File: src/rtl/ascii_pkg.sv
`default_nettype none
// +------------------------------------------------------------------+
// | ascii_pkg : shared byte constants and compactor state encoding   |
// | rev 1.0                                                          |
// +------------------------------------------------------------------+
package ascii_pkg;

  localparam logic [7:0] ASCII_NUL = 8'h00;
  localparam logic [7:0] ASCII_EOT = 8'h04;

  typedef enum logic [1:0] {
    IDLE   = 2'd0,
    STREAM = 2'd1,
    DRAIN  = 2'd2,
    DONE   = 2'd3
  } compactor_state_t;

endpackage
`default_nettype wire

File: src/rtl/ascii_compactor_if.sv
`default_nettype none
// +------------------------------------------------------------------+
// | ascii_compactor_if : byte-in / byte-out handshake bundle          |
// | rev 1.0                                                          |
// +------------------------------------------------------------------+
interface ascii_compactor_if;

  logic       in_valid;
  logic [7:0] ascii_in;
  logic       out_valid;
  logic       out_ready;
  logic [7:0] ascii_out;

  modport master (
    output in_valid,
    output ascii_in,
    output out_ready,
    input  out_valid,
    input  ascii_out
  );

  modport slave (
    input  in_valid,
    input  ascii_in,
    input  out_ready,
    output out_valid,
    output ascii_out
  );

endinterface
`default_nettype wire

File: src/rtl/sync_fifo.sv
`default_nettype none
// +------------------------------------------------------------------+
// | sync_fifo : first-word-fall-through FIFO, wrap-bit pointers       |
// | rev 1.0                                                          |
// +------------------------------------------------------------------+
module sync_fifo #(
  parameter int DEPTH = 16,
  parameter int WIDTH = 8
) (
  input  wire logic             clk,
  input  wire logic             rst,
  input  wire logic             push,
  input  wire logic [WIDTH-1:0] din,
  input  wire logic             pop,
  output logic      [WIDTH-1:0] dout,
  output logic                  empty,
  output logic                  full
);

  localparam int c_aw = $clog2(DEPTH);

  logic [c_aw:0]      r_wptr;
  logic [c_aw:0]      r_rptr;
  logic [WIDTH-1:0]   r_mem [DEPTH];
  logic               w_do_push;
  logic               w_do_pop;

  assign empty = (r_wptr == r_rptr);
  assign full  = (r_wptr[c_aw] != r_rptr[c_aw]) &&
                 (r_wptr[c_aw-1:0] == r_rptr[c_aw-1:0]);

  assign w_do_pop  = pop && !empty;
  // A full FIFO still takes a push when a pop frees a slot on the same edge.
  assign w_do_push = push && (!full || w_do_pop);

  assign dout = r_mem[r_rptr[c_aw-1:0]];

  always_ff @(posedge clk or posedge rst) begin
    if (rst) begin
      r_wptr <= '0;
      r_rptr <= '0;
    end else begin
      if (w_do_push) r_wptr <= r_wptr + (c_aw+1)'(1);
      if (w_do_pop)  r_rptr <= r_rptr + (c_aw+1)'(1);
    end
  end

  always_ff @(posedge clk) begin
    if (w_do_push) r_mem[r_wptr[c_aw-1:0]] <= din;
  end

endmodule
`default_nettype wire

File: src/rtl/ascii_compactor.sv
`default_nettype none
// +------------------------------------------------------------------+
// | ascii_compactor : drops NUL bytes, buffers the rest, EOT framing  |
// | optional statistics: ASCII_COMPACTOR_STATS_EN    rev 1.0          |
// +------------------------------------------------------------------+
module ascii_compactor
  import ascii_pkg::*;
#(
  parameter int DEPTH = 16
) (
  input  wire logic         clk,
  input  wire logic         rst,
  ascii_compactor_if.slave  bus,
  output logic              busy,
  output logic              eot_done,
`ifdef ASCII_COMPACTOR_STATS_EN
  output logic [15:0]       drop_count,
  output logic [15:0]       char_count,
`endif
  output logic              overflow
);

  compactor_state_t r_state;
  logic             r_busy;
  logic             r_eot_done;
  logic             r_overflow;

  logic             w_empty;
  logic             w_full;
  logic [7:0]       w_dout;
  logic             w_window;
  logic             w_nonnul;
  logic             w_pop;
  logic             w_push;
  logic             w_drop;

  sync_fifo #(
    .DEPTH (DEPTH),
    .WIDTH (8)
  ) u_fifo (
    .clk   (clk),
    .rst   (rst),
    .push  (w_push),
    .din   (bus.ascii_in),
    .pop   (w_pop),
    .dout  (w_dout),
    .empty (w_empty),
    .full  (w_full)
  );

  assign w_window = (r_state == IDLE) || (r_state == STREAM);
  assign w_nonnul = bus.in_valid && (bus.ascii_in != ASCII_NUL);
  assign w_pop    = !w_empty && bus.out_ready;
  assign w_push   = w_window && w_nonnul && (!w_full || w_pop);
  assign w_drop   = w_window && w_nonnul && w_full && !w_pop;

  assign bus.out_valid = !w_empty;
  assign bus.ascii_out = w_empty ? ASCII_NUL : w_dout;
  assign busy          = r_busy;
  assign eot_done      = r_eot_done;
  assign overflow      = r_overflow;

  always_ff @(posedge clk or posedge rst) begin
    if (rst) begin
      r_state    <= IDLE;
      r_busy     <= 1'b0;
      r_eot_done <= 1'b0;
      r_overflow <= 1'b0;
    end else begin
      r_eot_done <= 1'b0;
      if (w_drop) r_overflow <= 1'b1;
      case (r_state)
        IDLE, STREAM: begin
          // A dropped EOT never reaches w_push, so it cannot start a drain.
          if (w_push) begin
            r_busy  <= 1'b1;
            r_state <= (bus.ascii_in == ASCII_EOT) ? DRAIN : STREAM;
          end
        end
        DRAIN: begin
          if (w_pop && (w_dout == ASCII_EOT)) begin
            r_state    <= DONE;
            r_busy     <= 1'b0;
            r_eot_done <= 1'b1;
          end
        end
        DONE: begin
          r_state <= IDLE;
        end
        default: begin
          r_state <= IDLE;
          r_busy  <= 1'b0;
        end
      endcase
    end
  end

`ifdef ASCII_COMPACTOR_STATS_EN
  logic [15:0] r_drop_count;
  logic [15:0] r_char_count;

  assign drop_count = r_drop_count;
  assign char_count = r_char_count;

  always_ff @(posedge clk or posedge rst) begin
    if (rst) begin
      r_drop_count <= '0;
      r_char_count <= '0;
    end else if (r_state == DONE) begin
      r_drop_count <= '0;
      r_char_count <= '0;
    end else begin
      if (w_window && bus.in_valid && (bus.ascii_in == ASCII_NUL) &&
          (r_drop_count != 16'hFFFF))
        r_drop_count <= r_drop_count + 16'd1;
      if (w_push && (r_char_count != 16'hFFFF))
        r_char_count <= r_char_count + 16'd1;
    end
  end
`endif

endmodule
`default_nettype wire

File: src/flat_wrapper.sv
// flat-port wrapper written by rule: the top's interface ports become plain ports
module ascii_compactor_flat import ascii_pkg::*;
#(
  parameter int DEPTH = 16
)
  (clk, rst, busy, eot_done, overflow, bus_in_valid, bus_ascii_in, bus_out_ready, bus_out_valid, bus_ascii_out);
  ascii_compactor_if bus_i ();
  input  wire logic clk;
  input  wire logic rst;
  output logic busy;
  output logic eot_done;
  output logic overflow;
  input wire logic [$bits(bus_i.in_valid)-1:0] bus_in_valid;
  input wire logic [$bits(bus_i.ascii_in)-1:0] bus_ascii_in;
  input wire logic [$bits(bus_i.out_ready)-1:0] bus_out_ready;
  output wire logic [$bits(bus_i.out_valid)-1:0] bus_out_valid;
  output wire logic [$bits(bus_i.ascii_out)-1:0] bus_ascii_out;
  assign bus_i.in_valid = bus_in_valid;
  assign bus_i.ascii_in = bus_ascii_in;
  assign bus_i.out_ready = bus_out_ready;
  assign bus_out_valid = bus_i.out_valid;
  assign bus_ascii_out = bus_i.ascii_out;
  ascii_compactor #(.DEPTH(DEPTH)) u_core (.clk(clk), .rst(rst), .bus(bus_i), .busy(busy), .eot_done(eot_done), .overflow(overflow));
endmodule
File: config.mk
export PLATFORM = sky130hd
export DESIGN_NAME = ascii_compactor_flat
export DESIGN_NICKNAME = d
export VERILOG_FILES = /design/src/rtl/ascii_pkg.sv /design/src/rtl/ascii_compactor_if.sv /design/src/rtl/sync_fifo.sv /design/src/rtl/ascii_compactor.sv /design/src/flat_wrapper.sv
export SDC_FILE = /design/constraint.sdc
export NUM_CORES = 1
export LEC_CHECK = 0
export ABC_AREA = 1
export BUFFER_PORTS_ARGS = -buffer_cell sky130_fd_sc_hd__clkbuf_2
export CORE_AREA = 3 3 138 140
export CTS_BUF_LIST = sky130_fd_sc_hd__clkbuf_2
export DETAILED_ROUTE_END_ITERATION = 12
export DIE_AREA = 0 0 141 143
export GPL_TIMING_DRIVEN = 0
export HOLD_SLACK_MARGIN = 0.12
export PLACE_DENSITY_LB_ADDON = 0.1
export SLEW_MARGIN = 20
export SYNTH_ARGS = -nofsm -noshare
export SYNTH_HDL_FRONTEND = slang
export SYNTH_SLANG_ARGS = --single-unit
File: constraint.sdc
create_clock -name clk -period 3.38 [get_ports clk]
set_clock_uncertainty 0.1 [all_clocks]
set_input_delay 0.338 -clock clk [delete_from_list [all_inputs] [get_ports clk]]
set_output_delay 0.338 -clock clk [all_outputs]
set_load 0.02 [all_outputs]
[Word level (Yosys, flattened, before mapping)]
Memories as Yosys holds them, arrays and structs flattened.
Index checks and enable logic that the tools add are counted.
Word-level totals
  input bits: 12
  bits in latches: 0
  memory bits (writable): 128
  bits in registers: 15
  word-level logic and storage cells: 53
  output and inout port bits: 12
  ROM bits: 0
  memories kept: 1
Operators by class
  add/subtract/negate cells: 2
  reductions and logical operators: 22
  muxes and demuxes: 12
  multiply operators: 0
  equality and inequality tests: 10
  order comparisons: 0
  shift operators: 0
  bitwise logic cells: 0
  div/mod/pow operators: 0
Memories
  u_core.u_fifo.r_mem: depth 16, bits a word 8, rd ports 1, clocked after Yosys merged registers in 0, write ports 1, line sync_fifo.sv:24  | logic [WIDTH-1:0] r_mem [DEPTH];
Operator list (number)
  $eq 8x3->1 const B: 2
  $add 5x1->5 const B: 2
  $logic_and 1x1->1: 10
  $mux 8: 1
  $reduce_bool 8->1: 1
  $mux 1: 6
  $mux 2: 3
  $pmux 2 s3: 1
  $eq 5x5->1: 1
  $eq 2x2->1 const B: 2
  $eq 4x4->1: 1
  $logic_not 1->1: 3
  $logic_or 1x1->1: 3
  $reduce_and 3->1: 1
  $eq 2x1->1 const B: 1
  $logic_not 2->1: 1
  $ne 2x1->1 const B: 1
  $ne 2x2->1 const B: 1
  $pmux 1 s2: 1
  $reduce_and 2->1: 1
  $reduce_bool 2->1: 1
  $reduce_or 2->1: 1
  $ne 1x1->1: 1

[Logic depth before layout (Yosys ltp)]
Gate-level depths: netlist of the first run.
  depth after elaboration: 8
  mapped depth: 15
  depth with buffers taken out: 14

[Hierarchy]
A second synthesis of the first run with hierarchy kept.
Second synthesis, totals
  cells, all modules: 583
  area total of the unflattened synthesis: 6303.5 um^2
By module, submodules not included
  sync_fifo: cells each 512, instances 1, seq. area each 4093.9 um^2, area an instance 5849.4 um^2
  ascii_compactor: cells each 71, instances 1, seq. area each 125.1 um^2, area an instance 454.2 um^2

[Least setup slack after synthesis of the first run]
OpenSTA, ideal clock, no wires.
  path type: register -> register
  start: register u_core.u_fifo.r_rptr[0]
  end: memory u_core.u_fifo.r_mem[11][0] (enable)
  path buffers: 2
  setup time: 0.370 ns
  data arrival time: 1.630 ns
  setup slack: 1.280 ns
  period minus slack after synthesis: 2.100 ns
  cell stages (with the launch flop): 10
  required time: 2.910 ns
  cell sequence: dfrtp_1 buf_6 buf_8 xor2_1 a21oi_2 nand3_1 nand2_2 nor2_1 nand2_1 nor2_1
On the way
  cells in the longest elaborated chain, start to end: 8
  elaborated cells on any way between the ends: 13
  those cells by class: eq/ne (2); mux (2); reduce/logical (9)
RTL lines
  start: declaration: line sync_fifo.sv:23  | logic [c_aw:0] r_rptr;
  start signal: assignment: line sync_fifo.sv:44  | if (w_do_pop) r_rptr <= r_rptr + (c_aw+1)'(1);
  $eq 5x5->1 or $eq 4x4->1 (tied branches): line sync_fifo.sv:28, sync_fifo.sv:30
  $logic_not 1->1 or $logic_and 1x1->1 (tied branches): line sync_fifo.sv:32, ascii_compactor.sv:53, sync_fifo.sv:29
  $logic_and 1x1->1 or $logic_not 1->1 (tied branches): line ascii_compactor.sv:53, sync_fifo.sv:34, ascii_compactor.sv:54
  $logic_or 1x1->1 or $logic_and 1x1->1 (tied branches): line ascii_compactor.sv:54, sync_fifo.sv:32
  $logic_and 1x1->1 or $logic_or 1x1->1 (tied branches): line ascii_compactor.sv:54, sync_fifo.sv:34
  $logic_and 1x1->1 (*): line sync_fifo.sv:34  | assign w_do_push = push && (!full || w_do_pop);
  $mux 1 (*): line sync_fifo.sv:49  | if (w_do_push) r_mem[r_wptr[c_aw-1:0]] <= din;
  $mux 1 (not written as such) (*): line sync_fifo.sv:49
  end: declaration: line sync_fifo.sv:24
Mark *: on every way between the ends. The rest lies on a longest branch, timed or not.

[Worst setup path in the final report of the first run]
  start: register u_core.u_fifo.r_rptr[1]
  end: output port bus_ascii_out[0]
On the way
  cells in the longest elaborated chain, start to end: 2
  elaborated cells on any way between the ends: 3
  those cells by class: eq/ne (1); mux (1); memory (1)
RTL lines
  $mem_v2 16x8 or $eq 5x5->1 (tied branches)
  $mux 8 (*): line ascii_compactor.sv:58  | assign bus.ascii_out = w_empty ? ASCII_NUL : w_dout;
  end: declaration: line flat_wrapper.sv:17  | output wire logic [$bits(bus_i.ascii_out)-1:0] bus_ascii_out;
Marks and branches as above.

==> results.cfg, run 1 <==
[status]
outcome = finished, final reports clean

[power_and_ir_drop]
p_clk_frac = 0.174
switchingPower_mw = 2.515
fin_total_pwr_mw = 5.823
intPower_mw = 3.307
power_density_nw_per_um2 = 833.8
netSwitchingFraction = 0.4320
combPwrFrac = 0.441
p_leak_nw = 2.749
p_seq_frac = 0.385
max-vdd-ir-drop_v = 0.0003749

[global_routing]
grt_pass1_vias = 4081
grt_max_degree = 19
grt_use_met3 = 0.04689
grt_pass1_wl_um = 25320
met1_usage = 0.2445
grtUsageTotal = 0.1750
grt-busiest-layer = met2
antenna_found_initial = 1
overflow = 0
use_met2 = 0.2717

[critical_path]
required_ns = 2.94
path_cells = buf_4 > inv_2 > buf_2 > nand3_1 > nand3_1 > nand2_1 > nor2_1 > nor2_2 > nor2_1 > clkbuf_2
cp_data_arrival_time_ns = 2.62
cp_max_fo = 10
r2r_cells = 9
r2r_setup_slack_ns = 0.57
slowest_stage = dfrtp_1
reg2reg_from = u_core.u_fifo.r_rptr[0]
worstSetupEndpointType = output pin
cp-start-kind = register
slowest_delay_ns = 0.42
r2r_end = u_core.u_fifo.r_mem[6][7]
criticalPathCategory = reg -> out

[timing]
worst_slack_ns = 0.3253
worst_pin_slew_ns = 1.061
slew_viol_final = 0
hold_viol_final = 0
fin_crit_ns = 3.055
finalSetupViolCount = 0
clock.fmax_mhz = 327.4
slew_headroom = 0.2899
rsz0062_at_grt = false
post-route-period-util = 0.9037
finalSetupTns_ns = 0
whs_ns = 0.4038

[yosys]
post-synth-top-count-cell = nand2_1
synth_flop_cell = edfxtp_1
ys_seq_elements = 143
yosysUniqueCellTypes = 32
synth_top_area_frac = 0.6201
async_flop_share = 0.1049
synth-edff-count = 128
synth_area_leaders = edfxtp_1, nand2_1, nor2_1
synthesis.area_um2 = 6198
syn_area_per_cell_um2 = 10.78
ys_seq_area_frac = 0.6807
synthesis.instances = 575
synth_common_cells = nand2_1, edfxtp_1, nor2_1
synth_area_leader_cell = edfxtp_1
synth_nets = 592
yosysWarnings = 0

[cells_and_area]
fin_util = 0.3887
multi_input_area_um2 = 1662
design_area_um2 = 6983
ff_latch_area_um2 = 4219
drive_gt1_frac = 0.1431
stdcell_count = 874
finalNetCount = 647
area_growth_pct = 12.66
final.fill_count = 1812

[floorplanning]
dieArea_um2 = 20160
core_area_um2 = 17960
initial_utilization = 0.3451
dieHeight_um = 143
ios = 24
die_width_um = 141
rows = 49

[routing]
dr.pass1.iters = 4
via_per_inst = 4.705
wl_per_cell_um = 19.13
postRouteWirelength_um = 16720
route.vias.total = 4112
drt_iter0_markers = 308
postRouteAntennaNets = 0
drcViolationCount = 0

[cts]
cts_buffers = 17
path_clk_slew_ns = 0.18
cts_tree = built
cts_num_sinks = 143
ctsResizeCount = 0
root_buffer = clkbuf_2
insertion_delay_ns = 0.71
clock_path_buffers = 2
h-tree-depth = 4

[placed_design]
dp_hpwl_um = 10960
io_buffers = 23
dp_slack_ns = 0.2996
placed_area_um2 = 6600
numPlacedInstances = 827
gp_congestion = 0.8105

[hold_path]
min_to = u_core.u_fifo.r_wptr[4]
min_from = u_core.u_fifo.r_wptr[4]
whs_path_depth = 1
min_path_type = reg -> reg

[job]
drv_cap = 0
repair_timing:
item,in CTS,in global routing
setup endpoints to repair,0,0
hold endpoints to repair,157,0
hold buffers,13,0
setup buffers,0,0
cell type report:
type,count,area share
Inverter,45,0.02455
Antenna cell,2,0.0007167
Multi-Input combinational cell,365,0.2379
Clock buffer,18,0.01290
Clock inverter,14,0.02132
Buffer,22,0.02222
Timing Repair Buffer,36,0.03512
Sequential cell,143,0.6042
Tap cell,229,0.04103
worst max-delay path by stage:
stage	cells past startpoint	start	slack, ns	to
2_1_floorplan	9	u_core.u_fifo.r_rptr[0]	1.28	u_core.u_fifo.r_mem[11][0]
3_3_place_gp	10	bus_ascii_in[0]	0.34	u_core.u_fifo.r_mem[6][0]
3_5_place_dp	10	bus_ascii_in[0]	0.30	u_core.u_fifo.r_mem[6][5]
4_1_cts	10	u_core.u_fifo.r_rptr[1]	0.24	bus_ascii_out[0]
5_1_grt	10	u_core.u_fifo.r_rptr[1]	0.11	bus_ascii_out[7]
6_report	10	u_core.u_fifo.r_rptr[1]	0.33	bus_ascii_out[0]
critical path: cells and delay by family, from the launching register on:
family                 cells  cell delay [ns]
and+or+nand+nor            6             0.68
buffers and inverters      4             0.82
DFF                        1             0.42
layer usage:
metal,part of all wire,up-vias
li1,-,2031
met1,0.47,1980
met2,0.47,88
met3,0.050,13
met4,0.010,0
met5,0,-
cells in the final DEF (no fill, tap or decap), types with 2 or more instances in the layout:
| master | synthesis | layout |
|---|---|---|
| xor2_1 | 10 | 10 |
| clkinv_1 | 1 | 5 |
| nor3_1 | 2 | 2 |
| o211ai_1 | 4 | 4 |
| nand3_2 | 2 | 2 |
| o21ai_1 | 33 | 33 |
| nand3_1 | 23 | 23 |
| inv_1 | 39 | 39 |
| buf_4 | 4 | 4 |
| nor2_2 | 5 | 6 |
| nor2_1 | 115 | 114 |
| inv_2 | 4 | 4 |
| dfrtp_1 | 15 | 15 |
| bufinv_16 | 0 | 3 |
| clkinv_2 | 0 | 4 |
| a21oi_1 | 5 | 5 |
| buf_2 | 13 | 13 |
| diode_2 | 0 | 2 |
| nand2_1 | 129 | 129 |
| edfxtp_1 | 128 | 128 |
| o21ai_0 | 22 | 22 |
| ha_1 | 5 | 5 |
| clkinvlp_4 | 0 | 2 |
| dlygate4sd3_1 | 0 | 13 |
| clkbuf_2 | 0 | 41 |
| buf_6 | 4 | 4 |
registers in the layout (all words and copies together) (netlist names):
register and flops:
u_core.busy 1, u_core.eot_done 1, u_core.overflow 1, u_core.r_state 2, u_core.u_fifo.r_mem 128, u_core.u_fifo.r_rptr 5
u_core.u_fifo.r_wptr 5
power by group through the flow:
stage	clock [mW]	sequential, mW	combinational [mW]
6_report	1.01	2.24	2.57
2_1_floorplan	0	2.25	1.71
5_1_grt	1.12	2.27	2.86
4_1_cts	1.04	2.24	2.59
3_3_place_gp	0	2.28	2.57
3_5_place_dp	0	2.29	2.58
logic make-up (layout without fill, tap and decap cells):
family | after synthesis | count (layout) | share of synthesized area
adders and majority gates | 5 | 5 | 0.01009
buffers and inverters | 67 | 135 | 0.05268
AOI/OAI and AO/OA | 68 | 68 | 0.05834
and+or+nand+nor | 281 | 281 | 0.1827
DFF | 143 | 143 | 0.6807
xor gates and xnor gates | 11 | 11 | 0.01554
other | 0 | 2 | 0
Power figures use the tool's default switching activity.
==> inputs of run 2 (changes only) <==
--- a/config.mk
+++ b/config.mk
@@ -7,13 +7,13 @@
 export LEC_CHECK = 0
 export ABC_AREA = 1
 export BUFFER_PORTS_ARGS = -buffer_cell sky130_fd_sc_hd__clkbuf_2
-export CORE_AREA = 3 3 138 140
+export CORE_AREA = 4 4 139 141
 export CTS_BUF_LIST = sky130_fd_sc_hd__clkbuf_2
 export DETAILED_ROUTE_END_ITERATION = 12
-export DIE_AREA = 0 0 141 143
+export DIE_AREA = 0 0 143 145
 export GPL_TIMING_DRIVEN = 0
 export HOLD_SLACK_MARGIN = 0.12
-export PLACE_DENSITY_LB_ADDON = 0.1
+export PLACE_DENSITY = 0.59
 export SLEW_MARGIN = 20
 export SYNTH_ARGS = -nofsm -noshare
 export SYNTH_HDL_FRONTEND = slang
==> constraint.sdc (replaced) <==
create_clock -name clk -period 3.8 [get_ports clk]
set_clock_uncertainty 0.1 [all_clocks]
set_input_delay 0.38 -clock clk [delete_from_list [all_inputs] [get_ports clk]]
set_output_delay 0.38 -clock clk [all_outputs]
set_load 0.02 [all_outputs]
==> results.cfg, run 2 (synthesis results as in run 1) <==
[cts]
root_buffer = clkbuf_2
h-tree-depth = 4
cts_num_sinks = 143
clock_path_buffers = 2
cts_tree = built
path_clk_slew_ns = 0.18
insertion_delay_ns = 0.69
cts_buffers = 17

[timing]
finalSetupTns_ns = 0
post-route-period-util = 0.8124
rsz0062_at_grt = false
slew_viol_final = 0
fin_crit_ns = 3.087
finalSetupViolCount = 0
clock.fmax_mhz = 323.9
worst_pin_slew_ns = 0.9622
hold_viol_final = 0
slew_headroom = 0.3562

[critical_path]
startpoint = u_core.u_fifo.r_rptr[1]
crit_top_cell = nand2_1
required_ns = 3.32
worstSetupEndpoint = bus_ascii_out[7]
cp_max_fo = 10
cp_data_arrival_time_ns = 2.61
r2r_setup_slack_ns = 0.96
slowest_stage = dfrtp_1
cp-start-kind = register
r2r_end = u_core.u_fifo.r_mem[4][0]
criticalPathCategory = reg -> out
slowest_delay_ns = 0.42
worstSetupEndpointType = output pin
reg2reg_from = u_core.u_fifo.r_rptr[0]
path_cells = buf_4 > inv_2 > buf_2 > o21ai_0 > o22ai_1 > nand2_1 > nand2_1 > inv_1 > a21oi_1 > clkbuf_2
r2r_cells = 9

[routing]
drt_iter0_markers = 435
via_per_inst = 4.892
wl_per_cell_um = 17.81
dr.pass1.iters = 5
route.vias.total = 4266
drcViolationCount = 0
postRouteWirelength_um = 15530
postRouteAntennaNets = 0

[floorplanning]
die_width_um = 143
dieArea_um2 = 20740
dieHeight_um = 145
ios = 24
initial_utilization = 0.3451
core_area_um2 = 17960
rows = 49

[cells_and_area]
fin_util = 0.3863
drive_gt1_frac = 0.1384
final.fill_count = 1764
stdcell_count = 872
n_antenna_cell = 0
final_common_cell = nand2_1
finalNetCount = 647
area_growth_pct = 11.95
largest_reg_flops = 128
final_cell_mix = nand2_1, edfxtp_1, nor2_1

[power_and_ir_drop]
p_leak_nw = 2.742
max-vdd-ir-drop_v = 0.0004061
power_density_nw_per_um2 = 727.8

[placed_design]
gp_congestion = 0.8705
io_buffers = 23
dp_hpwl_um = 10200
numPlacedInstances = 827

[global_routing]
grt_max_degree = 19
grtUsageTotal = 0.1537
grt_pass1_vias = 4141
overflow = 0
grt_pass1_wl_um = 23740
antenna_found_initial = 0

[job]
drv_cap = 0

[status]
outcome = finished, final reports clean

[hold_path]
min_path_type = reg -> reg
## run 2: worst min-delay path by stage
stage | endpoint | slack (ns) | cells after the start | from
after CTS | u_core.u_fifo.r_rptr[0] | 0.36 | 4 | bus_out_ready
after detailed placement | u_core.eot_done | 0.36 | 2 | rst
after global placement | u_core.eot_done | 0.34 | 2 | rst
final | u_core.u_fifo.r_rptr[4] | 0.40 | 1 | u_core.u_fifo.r_rptr[4]
after floorplan | u_core.busy | 0.18 | 1 | rst
after global routing | u_core.u_fifo.r_rptr[0] | 0.39 | 4 | bus_out_ready
## run 2: critical path: cells and delay by family, from the launching register on
family	cells	cell delay, ns
compound gates	3	0.48
flops	1	0.42
simple gates	2	0.13
buf+inv	5	0.89
## run 2: what timing repair did
item                                   4_1_cts  5_1_grt
setup buffers                                0        0
hold buffers                                13        0
gates resized for setup                      0        0
endpoints found under the hold margin      153        0
## run 2: through the flow
stage	area, um^2	total power [mW]	hold slack, ns	setup WS, ns
after floorplan	6198	3.527	0.1815	1.700
after global placement	6600	4.233	0.3395	0.9245
after detailed placement	6600	4.265	0.3636	0.8430
after CTS	6933	5.067	0.3616	0.6325
after global routing	6939	5.395	0.3872	0.4778
final	6939	5.050	0.4031	0.7127
## run 2: layer usage
metal  track usage  vias up  part of all wire
li1              -     2030                 -
met5             0        -                 0
met3       0.03488       19             0.056
met1        0.2121     2092              0.45
met4       0.04895        0             0.014
met2        0.2411      125              0.48
## run 2: cell type report
type / count / area, um^2 / area share
Sequential cell: 143 / 4219 / 0.6080
Multi-Input combinational cell: 365 / 1659 / 0.2391
Tap cell: 229 / 286.5 / 0.04129
Timing Repair Buffer: 36 / 245.2 / 0.03534
Inverter: 45 / 171.4 / 0.02470
Buffer: 22 / 155.1 / 0.02236
Clock buffer: 21 / 105.1 / 0.01515
Clock inverter: 11 / 97.59 / 0.01406
## run 2: report_power, final
part	internal, mW	total, mW	switching (mW)
sequential	1.90	2.00	0.0977
clock	0.296	0.803	0.507
combinational	0.685	2.25	1.56
